===== src/rtl/systolic_operand_feeder.sv =====
`default_nettype none
// ============================================================================
// Module  : systolic_operand_feeder
// Brief   : Buffers A (ROWS x K) then B (K x COLS) from one stream and feeds an
//           output-stationary systolic array with skewed, zero-padded operands.
// Revision: 1.0 - initial release
// ============================================================================
module systolic_operand_feeder #(
    parameter int DATA_WIDTH   = 8,
    parameter int ROWS         = 4,
    parameter int COLS         = 4,
    parameter int K            = 4,
    parameter int DRAIN_CYCLES = 8
) (
    input  logic                       clk,
    input  logic                       rst_n,
    input  logic                       clear,
    input  logic                       in_valid,
    output logic                       in_ready,
    input  logic [DATA_WIDTH-1:0]      in_data,
    input  logic                       start,
    input  logic                       keep_b,
    output logic                       busy,
    output logic                       acc_clear,
    output logic [ROWS*DATA_WIDTH-1:0] a_out,
    output logic [ROWS-1:0]            a_valid,
    output logic [COLS*DATA_WIDTH-1:0] b_out,
    output logic [COLS-1:0]            b_valid,
    output logic                       done
);
    localparam int A_N    = ROWS * K;
    localparam int B_N    = K * COLS;
    localparam int T_FEED = K + ((ROWS > COLS) ? ROWS : COLS) - 1;
    localparam int PH_MAX = (T_FEED > DRAIN_CYCLES) ? T_FEED : DRAIN_CYCLES;
    localparam int CNT_W  = $clog2(A_N + B_N + 1);
    localparam int PH_W   = $clog2(PH_MAX + 1);
    localparam int AW     = (A_N > 1) ? $clog2(A_N) : 1;
    localparam int BW     = (B_N > 1) ? $clog2(B_N) : 1;

    localparam logic [2:0] S_LOAD   = 3'd0;
    localparam logic [2:0] S_LOADED = 3'd1;
    localparam logic [2:0] S_CLR    = 3'd2;
    localparam logic [2:0] S_FEED   = 3'd3;
    localparam logic [2:0] S_DRAIN  = 3'd4;
    localparam logic [2:0] S_DONE   = 3'd5;

    localparam logic [CNT_W-1:0] LEN_A      = CNT_W'(A_N);
    localparam logic [CNT_W-1:0] LEN_AB     = CNT_W'(A_N + B_N);
    localparam logic [PH_W-1:0]  FEED_LAST  = PH_W'(T_FEED - 1);
    localparam logic [PH_W-1:0]  DRAIN_LAST = PH_W'(DRAIN_CYCLES - 1);

    logic [2:0]                state, next_state;
    logic [PH_W-1:0]           phase, phase_d;
    logic [CNT_W-1:0]          cnt, load_len;
    logic                      keep_flag, accept, load_last;
    logic                      in_ready_d, busy_d, acc_clear_d, done_d, feed_d;
    logic [ROWS*DATA_WIDTH-1:0] a_nxt;
    logic [ROWS-1:0]           av_nxt;
    logic [COLS*DATA_WIDTH-1:0] b_nxt;
    logic [COLS-1:0]           bv_nxt;
    logic [DATA_WIDTH-1:0]     a_mem [A_N];
    logic [DATA_WIDTH-1:0]     b_mem [B_N];

    assign accept    = in_valid && in_ready && !clear;
    assign load_len  = keep_flag ? LEN_A : LEN_AB;
    assign load_last = (cnt == load_len - 1'b1);

    // Operand buffers hold their contents across reset and clear.
    always_ff @(posedge clk) begin
        if (accept) begin
            if (cnt < LEN_A) a_mem[AW'(cnt)] <= in_data;
            else             b_mem[BW'(cnt - LEN_A)] <= in_data;
        end
    end

    always_ff @(posedge clk or negedge rst_n) begin
        if (!rst_n) begin
            cnt       <= '0;
            keep_flag <= 1'b0;
        end else if (clear) begin
            cnt       <= '0;
            keep_flag <= 1'b0;
        end else begin
            if (accept)                     cnt       <= load_last ? '0 : cnt + 1'b1;
            if (state == S_LOADED && start) keep_flag <= keep_b;
        end
    end

    always_ff @(posedge clk or negedge rst_n) begin
        if (!rst_n) begin
            state     <= S_LOAD;
            phase     <= '0;
            in_ready  <= 1'b0;
            busy      <= 1'b0;
            acc_clear <= 1'b0;
            done      <= 1'b0;
            a_out     <= '0;
            a_valid   <= '0;
            b_out     <= '0;
            b_valid   <= '0;
        end else begin
            state     <= next_state;
            phase     <= phase_d;
            in_ready  <= in_ready_d;
            busy      <= busy_d;
            acc_clear <= acc_clear_d;
            done      <= done_d;
            a_out     <= a_nxt;
            a_valid   <= av_nxt;
            b_out     <= b_nxt;
            b_valid   <= bv_nxt;
        end
    end

    always_comb begin
        next_state = state;
        if (clear) begin
            next_state = S_LOAD;
        end else begin
            case (state)
                S_LOAD:   if (accept && load_last) next_state = S_LOADED;
                S_LOADED: if (start) next_state = S_CLR;
                S_CLR:    next_state = S_FEED;
                S_FEED:   if (phase == FEED_LAST)
                              next_state = (DRAIN_CYCLES == 0) ? S_DONE : S_DRAIN;
                S_DRAIN:  if (phase == DRAIN_LAST) next_state = S_DONE;
                S_DONE:   next_state = S_LOAD;
                default:  next_state = S_LOAD;
            endcase
        end
    end

    // Outputs are registered, so they are decoded from the state being entered.
    always_comb begin
        in_ready_d  = (next_state == S_LOAD);
        acc_clear_d = (next_state == S_CLR);
        busy_d      = (next_state == S_CLR) || (next_state == S_FEED) || (next_state == S_DRAIN);
        done_d      = (next_state == S_DONE);
        feed_d      = (next_state == S_FEED);
        phase_d     = '0;
        if ((next_state == state) && (state == S_FEED || state == S_DRAIN))
            phase_d = phase + 1'b1;
    end

    for (genvar i = 0; i < ROWS; i++) begin : g_row
        localparam logic [PH_W-1:0] ROW_OFS  = PH_W'(i);
        localparam logic [AW-1:0]   ROW_BASE = AW'(i * K);
        logic [PH_W:0] diff;
        logic          hit;
        // Borrow bit flags t < i, i.e. this row has not started yet.
        assign diff  = {1'b0, phase_d} - {1'b0, ROW_OFS};
        assign hit   = feed_d && !diff[PH_W] && (diff[PH_W-1:0] < PH_W'(K));
        assign av_nxt[i] = hit;
        assign a_nxt[i*DATA_WIDTH +: DATA_WIDTH] =
            hit ? a_mem[ROW_BASE + AW'(diff[PH_W-1:0])] : '0;
    end

    for (genvar j = 0; j < COLS; j++) begin : g_col
        localparam logic [PH_W-1:0] COL_OFS = PH_W'(j);
        logic [PH_W:0] diff;
        logic          hit;
        assign diff  = {1'b0, phase_d} - {1'b0, COL_OFS};
        assign hit   = feed_d && !diff[PH_W] && (diff[PH_W-1:0] < PH_W'(K));
        assign bv_nxt[j] = hit;
        assign b_nxt[j*DATA_WIDTH +: DATA_WIDTH] =
            hit ? b_mem[BW'(diff[PH_W-1:0]) * BW'(COLS) + BW'(j)] : '0;
    end

endmodule
`default_nettype wire


===== config.mk =====
export PLATFORM = sky130hd
export DESIGN_NAME = systolic_operand_feeder
export DESIGN_NICKNAME = d
export VERILOG_FILES = /design/src/rtl/systolic_operand_feeder.sv
export SDC_FILE = /design/constraint.sdc
export NUM_CORES = 1
export LEC_CHECK = 0
export CORE_MARGIN = 4
export CORE_UTILIZATION = 50
export CTS_CLUSTER_DIAMETER = 120
export DETAILED_ROUTE_END_ITERATION = 8
export PLACE_DENSITY_LB_ADDON = 0.25
export RECOVER_POWER = 50
export SYNTH_ARGS = -nofsm -noshare
export SYNTH_HDL_FRONTEND = slang
export SYNTH_SLANG_ARGS = --single-unit

===== constraint.sdc =====
create_clock -name clk -period 5.27 [get_ports clk]
set_input_delay 1.054 -clock clk [delete_from_list [all_inputs] [get_ports clk]]
set_output_delay 1.054 -clock clk [all_outputs]
set_load 0.02 [all_outputs]

==> out/qor.csv <==
stage,metric,value,unit
sta,final setup vio count,0,
sta,Final period util,78.0,%
sta,fin. max-slew vios,255,
finish,P&R area growth vs syn,17.1,%
die,total core area,0.0288,mm^2
clocking,CTS Buf Count,37,
die,starting density of the core,50.8,%
yosys,#FFs+latches synth,342,
status,failing checks,"max-capacitance violations, max-slew violations",
placement,Placed Cells,1337,
clocking,CTS tree,done,
die,I/O pins,90,
run,max capacitance violation total,7,
status,status,finished with violations,
yosys,"Cell Area, Synth",0.0146,mm^2
die,die height,179,um
drt,routed len/inst,24.9,um
power,maximum vdd ir drop,0.000301,V
clocking,clock sink count,342,
grt,GR Util All Layers,22.4,%
drt,DR vias/cell,6.00,
finish,Multi-input gate area,0.00441,mm^2
power,PD cells,324,mW/mm^2
finish,fill cell count,2119,
drt,drt first pass iters,5,
power,Sw Ratio,19.7,%
clocking,post_cts resized,0,
clocking,CTS Hold Bufs,0,
yosys,net count after synthesis,911,
yosys,Synth Area per Inst,16.5,um^2
yosys,Synth async-reset ratio,25.1,%
worst_setup_path,Setup crit start kind,flip-flop,
power,Int Pwr,4.45,mW
die,num rows,62,
yosys,"Warnings, synthesis",0,
sta,relative slew slack,-120,%
finish,storage element area,0.00984,mm^2
finish,"commonest non-fill, non-tap cells in the layout","edfxtp_1 (256), dfrtp_1 (86), mux4_2 (80)",
grt,largest net degree at the start of global routing,57,
sta,Period minus WS final,4110,ps
finish,non-filler instance count after layout,1405,
placement,PortBufs,89,
worst_hold_path,Min-Delay Path Class,reg2reg,
power,Seq pwr share,52.6,%
drt,drt first-iter violations,1000,
power,Net Switching,1.09,mW
grt,initial antenna violation count,0,
yosys,top_reg_cell synth,edfxtp_1,
placement,RD Place Congestion,0.852,
yosys,dominant cell type by area after synthesis,edfxtp_1,
yosys,Synth top area share,52.6,%
yosys,Post-Synthesis Cells,884,
clocking,maximum clock path buffer count,3,
drt,vias,8431,
placement,Post-DP HPWL,21900,um
clocking,Setup Buffers After CTS,0,
grt,first-pass GRT wire length,52700,um
worst_setup_path,critical path class,reg2reg,
finish,"most common cell after layout, fill and taps aside",edfxtp_1,
die,full die area,0.0320,mm^2
worst_setup_path,Required @ worst endpoint,5650,ps
sta,setup TNS,0,ps
yosys,"top cells by area, synth","edfxtp_1 (53%), dfrtp_1 (15%), mux4_2 (12%), mux2i_1 (3.6%), nor2_1 (1.7%)",
finish,Inserted Diodes,0,
worst_setup_path,WP data arrival,4490,ps
power,Leakage,6.15,nW
sta,clk_skew,14.1,ps
finish,share of cells above drive strength 1,18.4,%
clocking,total number of H-tree levels,2,
yosys,Netlist cell types,60,
sta,Least-Margin Pin Slew,3290,ps
clocking,"Clk pin slew, worst setup/hold paths",60,ps
worst_setup_path,worst-path maximum fanout,34,
drt,Post-Route WL,35000,um
sta,f_max,243,MHz
drt,DRC Markers,0,
sta,RSZ-0062 raised after global routing,false,
power,power share of the clock group,45.8,%
grt,GRT overflow,0,
finish,# nets final,1019,
worst_setup_path,CP endpoint kind,flip-flop,
clocking,clk_lat worst skew,520,ps
drt,"antenna viol nets, final",0,
power,Combinational Power Share,1.5,%
yosys,"Seq/Total Area, Yosys",67.3,%
clocking,CTS root buffer,clkbuf_16,
die,Die W,179,um
yosys,Post-synth EDFFs,256,
grt,vias in the first global route,8363,
sta,Fin. Hold Viols,0,
[power by group through the flow]
| stage | combinational, mW | sequential, mW | clock (mW) |
|---|---|---|---|
| 2_1_floorplan | 0.0180 | 2.97 | 0 |
| 3_3_place_gp | 0.0883 | 2.97 | 0 |
| 3_5_place_dp | 0.0901 | 2.97 | 0 |
| 4_1_cts | 0.0902 | 2.92 | 2.57 |
| 5_1_grt | 0.0930 | 2.92 | 2.71 |
| 6_report | 0.0843 | 2.92 | 2.54 |
[path summary, 6_finish.rpt]
kind / start / endpoint / slack [ps] / depth (start not counted)
max: phase[0] / a_out[12] / 1160 / 11
min: b_mem[4][5] / b_out[5] / 550 / 2
max reg2reg: phase[0] / a_out[12] / 1160 / 11
min reg2reg: b_mem[4][5] / b_out[5] / 550 / 2
max in group asynchronous: rst_n / a_out[22] / 1370 / 2
min in group asynchronous: rst_n / b_out[9] / 1630 / 1
[worst max-delay path, cell delays in order (launching register included)]
cell      delay (ps)
dfrtp_1          760
inv_1            200
ha_1             260
nand3b_1          90
a32oi_1          100
buf_4            200
or3_4            440
inv_4            290
buf_4            540
mux4_2           590
mux2i_1          300
o22ai_1          140
[cell usage after synthesis (all sizes together), types with 3 or more instances]
cell type,instances
o21a,7
nand2,65
edfxtp,256
a21oi,19
clkbuf,25
nand2b,12
nand3,4
nor4,4
dfrtp,86
mux2i,53
nor3,19
mux4,80
o22ai,15
a31oi,8
buf,31
xnor2,5
nor2,68
inv,15
o22a,8
nor3b,3
nand3b,3
or3,12
ha,13
a2111oi,7
a311oi,11
or2,3
a31o,6
and2,17
[area by class of cell]
| cell class | count | area share [%] |
|---|---|---|
| sequential | 342 | 57.5 |
| multi-input combinational | 470 | 25.8 |
| timing repair buffer | 125 | 6.58 |
| clock buffer | 56 | 6.31 |
| tap | 384 | 2.81 |
| clock inverter | 12 | 0.716 |
| inverter | 16 | 0.365 |
[flip-flops by register name, indices dropped and copies added, names as in the netlist, 3 cells and up]
register,count
b_mem,128
b_out,32
b_valid,4
phase,4
a_out,32
a_mem,128
state,3
cnt,6
[logic make-up (layout without fill, tap and decap cells)]
kind of cell | Yosys count | count (layout) | share of synthesized area [%]
compound gates | 98 | 98 | 5.13
simple gates | 219 | 219 | 7.31
flops | 342 | 342 | 67.3
fa+ha+maj | 13 | 13 | 1.11
buf+inv | 72 | 209 | 2.64
xor+xnor | 7 | 7 | 0.548
mux | 133 | 133 | 16.0
[stage by stage]
step           power [mW]  setup WS [ps]  hold WS [ps]  cell area, um^2  util, %
4_1_cts              5.58           1180           551            17200     59.6
3_5_place_dp         3.06           1040           541            16000     55.4
3_3_place_gp         3.06           1030           528            16000     55.4
5_1_grt              5.72            707           565            17100     59.5
6_report             5.54           1160           546            17100     59.5
2_1_floorplan        2.99            809           504            14600        -
[per-layer routing]
layer / wire, um / track usage (%) / vias up
li1: - / - / 3658
met1: 14600 / 32.1 / 4330
met2: 16500 / 35.2 / 384
met3: 3190 / 5.74 / 59
met4: 689 / 4.86 / 0
met5: 0 / 0 / -
(Power assumes the default switching activity.)
